`src/rtl/ram_port_arbiter_if.sv`:
```
// Per-master RAM access port: request/write bundle in, grant and read return out.
// Arbiter takes the slave side, each requester drives the master side.
interface ram_port_arbiter_if #(
  parameter int ADDR_WIDTH = 16,
  parameter int DATA_WIDTH = 16
);
  logic                  req;
  logic                  we;
  logic [ADDR_WIDTH-1:0] addr;
  logic [DATA_WIDTH-1:0] wdata;
  logic                  lock;
  logic                  gnt;
  logic                  rvalid;
  logic [DATA_WIDTH-1:0] rdata;

  modport master (
    output req, we, addr, wdata, lock,
    input  gnt, rvalid, rdata
  );

  modport slave (
    input  req, we, addr, wdata, lock,
    output gnt, rvalid, rdata
  );
endinterface

```
`src/rtl/ram_port_arbiter.sv`:
```
// Round-robin arbiter sharing one single-port RAM between two masters.
// Define ARB_LOCK_EN to let a master hold the grant for bursts of up to LOCK_MAX.
module ram_port_arbiter #(
  parameter int ADDR_WIDTH = 16,
  parameter int DATA_WIDTH = 16,
  parameter int LOCK_MAX   = 16
) (
  input  logic                  clk,
  input  logic                  rst,
  ram_port_arbiter_if.slave     m0,
  ram_port_arbiter_if.slave     m1,
  output logic [ADDR_WIDTH-1:0] ram_addr,
  output logic                  ram_write_req,
  output logic [DATA_WIDTH-1:0] ram_write_data,
  input  logic [DATA_WIDTH-1:0] ram_read_data
);

  logic                  prio;
  logic [ADDR_WIDTH-1:0] last_addr;
  logic                  rv0;
  logic                  rv1;
  logic                  win;
  logic                  any;
  logic                  rr_win;

  // With a single requester it wins; under contention the favoured one wins.
  assign rr_win = (m0.req & m1.req) ? prio : m1.req;
  assign any    = ~rst & (m0.req | m1.req);

`ifdef ARB_LOCK_EN
  localparam int CW = $clog2(LOCK_MAX + 1);

  logic          owner_valid;
  logic          owner;
  logic [CW-1:0] lock_cnt;
  logic          own_req;
  logic          own_lock;
  logic          oth_req;
  logic          hold;
  logic          win_lock;

  assign own_req  = owner ? m1.req  : m0.req;
  assign own_lock = owner ? m1.lock : m0.lock;
  assign oth_req  = owner ? m0.req  : m1.req;
  assign hold     = owner_valid & own_req & own_lock &
                    ((lock_cnt < CW'(LOCK_MAX)) | ~oth_req);
  assign win      = hold ? owner : rr_win;
  assign win_lock = win ? m1.lock : m0.lock;

  always_ff @(posedge clk) begin
    if (rst) begin
      owner_valid <= 1'b0;
      owner       <= 1'b0;
      lock_cnt    <= '0;
    end else if (any & win_lock) begin
      owner_valid <= 1'b1;
      owner       <= win;
      if (!hold)
        lock_cnt <= CW'(1);
      else if (lock_cnt != CW'(LOCK_MAX))
        lock_cnt <= lock_cnt + CW'(1);
    end else begin
      owner_valid <= 1'b0;
      lock_cnt    <= '0;
    end
  end
`else
  logic unused_lock;

  assign unused_lock = m0.lock ^ m1.lock;
  assign win         = rr_win;
`endif

  always_comb begin
    m0.gnt         = any & ~win;
    m1.gnt         = any & win;
    ram_addr       = rst ? '0 : last_addr;
    ram_write_req  = 1'b0;
    ram_write_data = '0;
    if (any) begin
      ram_addr       = win ? m1.addr  : m0.addr;
      ram_write_req  = win ? m1.we    : m0.we;
      ram_write_data = win ? m1.wdata : m0.wdata;
    end
  end

  assign m0.rvalid = rv0 & ~rst;
  assign m1.rvalid = rv1 & ~rst;
  assign m0.rdata  = ram_read_data;
  assign m1.rdata  = ram_read_data;

  always_ff @(posedge clk) begin
    if (rst) begin
      prio      <= 1'b0;
      last_addr <= '0;
      rv0       <= 1'b0;
      rv1       <= 1'b0;
    end else begin
      rv0 <= m0.gnt & ~m0.we;
      rv1 <= m1.gnt & ~m1.we;
      if (any) begin
        prio      <= ~win;
        last_addr <= ram_addr;
      end
    end
  end

endmodule

```
`src/flat_wrapper.sv`:
```
// flat-port wrapper written by rule: the top's interface ports become plain ports
module ram_port_arbiter_flat 
#(
  parameter int ADDR_WIDTH = 16,
  parameter int DATA_WIDTH = 16,
  parameter int LOCK_MAX   = 16
)
  (clk, rst, ram_addr, ram_write_req, ram_write_data, ram_read_data, m0_req, m0_we, m0_addr, m0_wdata, m0_lock, m0_gnt, m0_rvalid, m0_rdata, m1_req, m1_we, m1_addr, m1_wdata, m1_lock, m1_gnt, m1_rvalid, m1_rdata);
  ram_port_arbiter_if #(.ADDR_WIDTH(ADDR_WIDTH), .DATA_WIDTH(DATA_WIDTH)) m0_i ();
  ram_port_arbiter_if #(.ADDR_WIDTH(ADDR_WIDTH), .DATA_WIDTH(DATA_WIDTH)) m1_i ();
  input  logic clk;
  input  logic rst;
  output logic [ADDR_WIDTH-1:0] ram_addr;
  output logic ram_write_req;
  output logic [DATA_WIDTH-1:0] ram_write_data;
  input  logic [DATA_WIDTH-1:0] ram_read_data;
  input wire logic [$bits(m0_i.req)-1:0] m0_req;
  input wire logic [$bits(m0_i.we)-1:0] m0_we;
  input wire logic [$bits(m0_i.addr)-1:0] m0_addr;
  input wire logic [$bits(m0_i.wdata)-1:0] m0_wdata;
  input wire logic [$bits(m0_i.lock)-1:0] m0_lock;
  output wire logic [$bits(m0_i.gnt)-1:0] m0_gnt;
  output wire logic [$bits(m0_i.rvalid)-1:0] m0_rvalid;
  output wire logic [$bits(m0_i.rdata)-1:0] m0_rdata;
  input wire logic [$bits(m1_i.req)-1:0] m1_req;
  input wire logic [$bits(m1_i.we)-1:0] m1_we;
  input wire logic [$bits(m1_i.addr)-1:0] m1_addr;
  input wire logic [$bits(m1_i.wdata)-1:0] m1_wdata;
  input wire logic [$bits(m1_i.lock)-1:0] m1_lock;
  output wire logic [$bits(m1_i.gnt)-1:0] m1_gnt;
  output wire logic [$bits(m1_i.rvalid)-1:0] m1_rvalid;
  output wire logic [$bits(m1_i.rdata)-1:0] m1_rdata;
  assign m0_i.req = m0_req;
  assign m0_i.we = m0_we;
  assign m0_i.addr = m0_addr;
  assign m0_i.wdata = m0_wdata;
  assign m0_i.lock = m0_lock;
  assign m0_gnt = m0_i.gnt;
  assign m0_rvalid = m0_i.rvalid;
  assign m0_rdata = m0_i.rdata;
  assign m1_i.req = m1_req;
  assign m1_i.we = m1_we;
  assign m1_i.addr = m1_addr;
  assign m1_i.wdata = m1_wdata;
  assign m1_i.lock = m1_lock;
  assign m1_gnt = m1_i.gnt;
  assign m1_rvalid = m1_i.rvalid;
  assign m1_rdata = m1_i.rdata;
  ram_port_arbiter #(.ADDR_WIDTH(ADDR_WIDTH), .DATA_WIDTH(DATA_WIDTH), .LOCK_MAX(LOCK_MAX)) u_core (.clk(clk), .rst(rst), .m0(m0_i), .m1(m1_i), .ram_addr(ram_addr), .ram_write_req(ram_write_req), .ram_write_data(ram_write_data), .ram_read_data(ram_read_data));
endmodule
```
`config.mk`:
```
export PLATFORM = sky130hd
export DESIGN_NAME = ram_port_arbiter_flat
export DESIGN_NICKNAME = d
export VERILOG_FILES = /design/src/rtl/ram_port_arbiter_if.sv /design/src/rtl/ram_port_arbiter.sv /design/src/flat_wrapper.sv
export SDC_FILE = /design/constraint.sdc
export NUM_CORES = 1
export LEC_CHECK = 0
export ABC_AREA = 1
export ABC_CLOCK_PERIOD_IN_PS = 1100
export BUFFER_PORTS_ARGS = -buffer_cell sky130_fd_sc_hd__buf_2
export CAP_MARGIN = 20
export CORE_ASPECT_RATIO = 1.5
export CORE_MARGIN = 5
export CORE_UTILIZATION = 33
export DETAILED_ROUTE_END_ITERATION = 12
export PLACE_DENSITY = 0.76
export SLEW_MARGIN = 25
export SYNTH_ARGS = -nofsm -noshare
export SYNTH_HDL_FRONTEND = slang
export SYNTH_SLANG_ARGS = --single-unit
```
`constraint.sdc`:
```
create_clock -name clk -period 1.1 [get_ports clk]
set_input_delay 0.165 -clock clk [delete_from_list [all_inputs] [get_ports clk]]
set_output_delay 0.165 -clock clk [all_outputs]
set_load 0.01 [all_outputs]
```
==> out/metrics.yaml, run 1 <==
mappedNetlistNets: 302
max_cap_viol_count: 0
finalCoreUtilization_pct: 58.2
dpl-instance-area_um2: 2100
crit_share_post_route_pct: 136
first_iter_violations: 90
fmax_mhz: 667
synth_cells: 214
final_sum_of_negative_setup_slack_ps: -12890
final_layout_size_suffix_gt1_share_pct: 63.5
critPathLaunchType: "flip-flop"
synth_area_per_cell_um2: 7.38
dp_worst_setup_slack_ps: -270
timing_max_transition_violations_final: 0
grt_pass1_vias: 1722
worst_ir_drop_vdd_mv: 0.390
complex_gate_fraction_of_the_synthesized_area_pct: 0.634
antenna-diode-count: 0
antenna_violating_nets_post_route: 0
dominant_combinational_cell_family_by_area_after_synthesis: "simple AND/OR/NAND/NOR gates"
gpl.final_weighted_congestion: 0.696
cellPowerDensity_nw_per_um2: 833
run_status: "complete, but fails checks"
floorplan.die.width_um: 66.5
areaGrowthSynthToFinish_pct: 68.9
htree_num_levels: 1
distinct_cell_type_count_of_the_synthesized_netlist: 17
area_of_the_mapped_netlist_um2: 1580
final_net_count: 407
core_rows: 30
first_drt_pass_iteration_count: 4
clkSlewWorstSetupHoldPaths_ps: 80
initial_utilization_pct: 34.5
grt_max_degree: 35
post_synth_fa_ha_maj_area_fraction_pct: 0
clock_tree_buf_depth: 2
relSlewSlack_pct: 74.2
cellLeakagePower_nw: 1.42
fin_area_um2: 2670
timing.final.crit_period_ps: 1500
hold_viol_final: 0
tritoncts: "yes"
clkLatencyLatePin_ps: 250
route.detailed.vias_per_inst: 5.07
mux_contribution_to_synthesized_area_pct: 0
setup_violations: 42
sinks_on_the_clock_net: 19
top_level_ports: 157
dieArea_um2: 6300
setup.worst_path.class: "flip-flop to primary output"
ctsRootBufferMaster: "sky130_fd_sc_hd__clkbuf_8"
synth-simple-area-share_pct: 50.4
worst_case_clock_skew_ps: 5.15
final_wirelength_um: 6170
synth.yosys.warnings: 0
grt_util_all_layers_pct: 15.1
drc_viols: 0
register_bit_total_from_synthesis: 19
grt.overflow.total: 0
dp_hpwl_um: 4040
floorplan_core_area_um2: 4580
cp-end-kind: "primary output"
rsz_0062_raised_after_global_routing: "yes"
worst-slew-pin-transition_ps: 386
synth-xor-area-share_pct: 0
detailroute.via_count: 1935
critPathMaxFanout: 6
cp_data_required_time_ps: 940
number_of_buffers_added_by_the_clock_tree_synthesis_step: 3
failing_checks: "negative setup slack"
worst_slack_ps: -399
die_height_um: 94.7
route.detailed.wl_per_inst_um: 16.1
cts_hold_buf: 0
worstHoldPathType: "input port to flip-flop"
antenna_found_initial: 0
number_of_port_buffers: 106
grt_pass1_wl_um: 7560
synth-seq-area-share_pct: 24.1
fillerInstances: 428
critical_path_arrival_ps: 1330
layout by cell type, fill, tap and decap left out, types with 2 or more instances in the layout:
cell type / count
sky130_fd_sc_hd__nand3_2: 30
sky130_fd_sc_hd__nand4_1: 16
sky130_fd_sc_hd__nand3_4: 7
sky130_fd_sc_hd__clkbuf_16: 2
sky130_fd_sc_hd__dfxtp_1: 18
sky130_fd_sc_hd__nor2_4: 5
sky130_fd_sc_hd__buf_12: 5
sky130_fd_sc_hd__buf_4: 25
sky130_fd_sc_hd__nor2_1: 3
sky130_fd_sc_hd__nand2_2: 8
sky130_fd_sc_hd__buf_2: 82
sky130_fd_sc_hd__buf_6: 28
sky130_fd_sc_hd__clkbuf_8: 3
sky130_fd_sc_hd__nand3_1: 44
sky130_fd_sc_hd__nand2_8: 3
sky130_fd_sc_hd__inv_1: 4
sky130_fd_sc_hd__nand2_1: 27
sky130_fd_sc_hd__nor2_8: 2
sequential cells by signal, indices dropped and copies added (netlist names):
| name | count |
|---|---|
| u_core.last_addr | 16 |
| u_core.prio | 1 |
| u_core.rv0 | 1 |
| u_core.rv1 | 1 |
routing by layer:
layer,track usage [%],share of wire [%]
met5,0,0
met4,8.47,3.7
met1,16.4,36
met2,27.8,53
met3,1.55,7.4
final timing paths:
| check | start | to | slack [ps] | cells after the start |
|---|---|---|---|---|
| setup / recovery | u_core.prio$_SDFFE_PP0P_ | ram_addr[4] | -400 | 7 |
| hold / removal | m0_we | u_core.rv0$_SDFF_PP0_ | 70 | 2 |
| setup reg to reg | u_core.prio$_SDFFE_PP0P_ | u_core.last_addr[10]$_SDFFE_PP0P_ | -30 | 7 |
| hold reg to reg | u_core.last_addr[7]$_SDFFE_PP0P_ | u_core.last_addr[7]$_SDFFE_PP0P_ | 510 | 2 |
final cells by class:
| type | count | area [µm²] | share of cell area (%) |
|---|---|---|---|
| Clock buffer | 4 | 45.0 | 1.69 |
| Multi-Input combinational cell | 148 | 1080 | 40.4 |
| Tap cell | 64 | 80.1 | 3.00 |
| Sequential cell | 19 | 382 | 14.3 |
| Inverter | 5 | 18.8 | 0.704 |
| Timing Repair Buffer | 142 | 1060 | 39.9 |
Yosys cell counts:
cell type	instances	area, µm²
sky130_fd_sc_hd__nand3_1	69	345
sky130_fd_sc_hd__buf_4	38	285
sky130_fd_sc_hd__nand2_1	35	131
sky130_fd_sc_hd__dfxtp_1	19	380
sky130_fd_sc_hd__nand4_1	16	100
sky130_fd_sc_hd__nand3_2	12	120
sky130_fd_sc_hd__buf_6	7	78.8
sky130_fd_sc_hd__inv_1	5	18.8
sky130_fd_sc_hd__nor2_1	3	11.3
sky130_fd_sc_hd__buf_2	2	10.0
sky130_fd_sc_hd__nor2_8	2	40.0
sky130_fd_sc_hd__a21oi_1	1	5.00
sky130_fd_sc_hd__nand2_4	1	11.3
sky130_fd_sc_hd__nand2_8	1	20.0
sky130_fd_sc_hd__nor2_4	1	11.3
sky130_fd_sc_hd__nor3_1	1	5.00
sky130_fd_sc_hd__o21ai_0	1	5.00
power by group:
| group | total, mW | internal (mW) | switching (mW) |
|---|---|---|---|
| clock network | 0.490 | 0.257 | 0.233 |
| logic | 0.967 | 0.483 | 0.484 |
| registers | 0.763 | 0.746 | 0.0175 |
metrics by stage:
step	cells	total power, mW	hold WS (ps)
detailed placement	366	1.48	330
floorplan	214	1.28	237
global placement	366	1.47	330
global route	382	2.36	60.6
CTS	370	2.02	61.1
finish	382	2.22	68.6
worst max-delay path, cell delays in order (launching register included):
cell and delay [ps]:
sky130_fd_sc_hd__dfxtp_2 330, sky130_fd_sc_hd__inv_2 80, sky130_fd_sc_hd__nand2_8 90, sky130_fd_sc_hd__nand2_8 130, sky130_fd_sc_hd__clkbuf_16 180, sky130_fd_sc_hd__nand3_2 90, sky130_fd_sc_hd__nand3_2 80, sky130_fd_sc_hd__buf_6 100
what timing repair did:
action | CTS | global route
pin swaps | 1 | 34
endpoints found under the setup margin | 36 | 48
cloned | 0 | 7
setup buffers | 0 | 5
resized for setup | 14 | 49
cell families after synthesis:
group,after synthesis
and+or+nand+nor,141
AOI/OAI and AO/OA,2
DFF,19
buffers and inverters,52
(Power assumes the default switching activity.)
==> run 2: changes to the inputs <==
Settings changed: ABC_CLOCK_PERIOD_IN_PS 1100 to 1500, CORE_UTILIZATION 33 to 36, PLACE_DENSITY 0.76 to 0.79.
Clock period 1.1 ns to 1.5 ns, I/O delays scaled along.
==> run 2 against run 1 <==
The run still ends with negative setup slack left. Global-route usage grew 2.7 points. Power shrank 29%. Final cell count shrank 7.9%. Die area decreased by 7.3%. Flip-flop and latch count unchanged. Critical path depth grew 1. Clock skew increased by 2.1 ps. Sequential share of layout area grew 1.8 points. Worst setup slack gained 300 ps. Non-clock buffer count is 10 lower. Register-to-register slack better by 290 ps. Largest cell class is now non-clock buffers. Largest power group unchanged. Highest routed layer unchanged.
==> out/metrics.yaml, run 2 (synthesis gave the netlist of run 1 again) <==
run_status: "complete, but fails checks"
failing_checks: "negative setup slack"
dp_worst_setup_slack_ps: -25.7
critPathMaxFanout: 5
die_height_um: 91.1
timing.final.crit_period_ps: 1600
floorplan.die.width_um: 64.1
number_of_port_buffers: 106
floorplan_core_area_um2: 4250
fmax_mhz: 625
clock_tree_buf_depth: 2
antenna-diode-count: 0
max_cap_viol_count: 0
cellPowerDensity_nw_per_um2: 661
design_power_total_mw: 1.57
cells_on_worst_hold_path: 2
crit_share_post_route_pct: 107
first_iter_violations: 59
timing_max_transition_violations_final: 0
grt.overflow.total: 0
cts_hold_buf: 0
final_net_count: 395
largest_register_ffs: 16
core_rows: 29
detailroute.via_count: 1825
sinks_on_the_clock_net: 19
hold_viol_final: 0
worst-slew-pin-transition_ps: 572
top_register: "u_core.last_addr"
dieArea_um2: 5840
setup_violations: 35
grt_max_degree: 35
layout.cells.most_common: "sky130_fd_sc_hd__buf_2"
areaGrowthSynthToFinish_pct: 50.0
first_drt_pass_iteration_count: 6
grt_util_all_layers_pct: 17.8
setup.worst_path.class: "flip-flop to primary output"
place_inst: 328
relSlewSlack_pct: 61.9
clkSlewWorstSetupHoldPaths_ps: 80
rsz_0062_raised_after_global_routing: "yes"
r2r_cells: 8
dp_hpwl_um: 3750
finalCoreUtilization_pct: 55.8
critical_path_arrival_ps: 1380
antenna_violating_nets_post_route: 0
holdWs_ps: 132
final_wirelength_um: 5530
critPathLaunchType: "flip-flop"
grt_pass1_wl_um: 8420
route.detailed.wl_per_inst_um: 15.7
fillerInstances: 411
cellLeakagePower_nw: 1.34
top_level_ports: 157
ctsRootBufferMaster: "sky130_fd_sc_hd__clkbuf_8"
route.detailed.vias_per_inst: 5.18
drc_viols: 0
commonest_non_fill_non_tap_cells_in_the_layout: "95 x sky130_fd_sc_hd__buf_2, 56 x sky130_fd_sc_hd__nand3_1, 34 x sky130_fd_sc_hd__nand2_1, 25 x sky130_fd_sc_hd__nand3_2, 18 x sky130_fd_sc_hd__dfxtp_1"
cp_data_required_time_ps: 1270
worst_case_clock_skew_ps: 7.20
gpl.final_weighted_congestion: 0.778
final_layout_size_suffix_gt1_share_pct: 56.2
clkLatencyLatePin_ps: 260
antenna_found_initial: 0
htree_num_levels: 1
tritoncts: "yes"
final_cell_count_no_fill: 352
initial_utilization_pct: 37.2
cp-end-kind: "primary output"
worst_ir_drop_vdd_mv: 0.446
worstHoldPathType: "input port to flip-flop"
number_of_buffers_added_by_the_clock_tree_synthesis_step: 3
grt_pass1_vias: 1787
worst_slack_ps: -100
## run 2: area by class of cell
type | count | area (µm²) | share of cell area [%]
Timing Repair Buffer | 132 | 957 | 40.4
Multi-Input combinational cell | 146 | 907 | 38.3
Sequential cell | 19 | 382 | 16.1
Tap cell | 46 | 57.6 | 2.43
Clock buffer | 3 | 41.3 | 1.74
Inverter | 5 | 18.8 | 0.792
Clock inverter | 1 | 5.00 | 0.211
## run 2: what timing repair did
action                     in CTS  in global routing
buffers inserted                9                  4
gates resized for setup        26                 14
pin swaps                      16                 20
setup endpoints to repair      35                 35
cloned                          6                  1
## run 2: routing by layer
layer	global-route usage [%]	routed length, µm
met1	20.4	1960
met3	1.85	476
met5	0	0
met2	32.0	2880
met4	8.67	203
## run 2: metrics by stage
stage	setup TNS [ps]	instance area [µm²]
after floorplan	0	1580
after global placement	0	1890
after detailed placement	-96.5	1890
after CTS	-2460	2240
after global routing	-5150	2370
final	-2480	2370
## run 2: where the power goes
group	switching [mW]	total, mW	internal, mW
clock	0.181	0.366	0.185
sequential	0.0113	0.558	0.547
combinational	0.317	0.642	0.324
total	0.509	1.57	1.06
## run 2: worst paths after layout
path                               startpoint                                to  slack (ps)
max reg2reg          u_core.prio$_SDFFE_PP0P_  u_core.last_addr[6]$_SDFFE_PP0P_         260
min                                     m0_we             u_core.rv0$_SDFF_PP0_         130
min reg2reg  u_core.last_addr[3]$_SDFFE_PP0P_  u_core.last_addr[3]$_SDFFE_PP0P_         510
max                  u_core.prio$_SDFFE_PP0P_                      ram_addr[12]        -100
## run 2: worst max-delay path: stages, from the launching register on
cell                      delay [ps]
sky130_fd_sc_hd__dfxtp_2         330
sky130_fd_sc_hd__inv_2            60
sky130_fd_sc_hd__nand2_4          60
sky130_fd_sc_hd__nand2_8          90
sky130_fd_sc_hd__buf_6           130
sky130_fd_sc_hd__buf_12          110
sky130_fd_sc_hd__nand3_1          90
sky130_fd_sc_hd__nand3_1         110
sky130_fd_sc_hd__buf_2           140
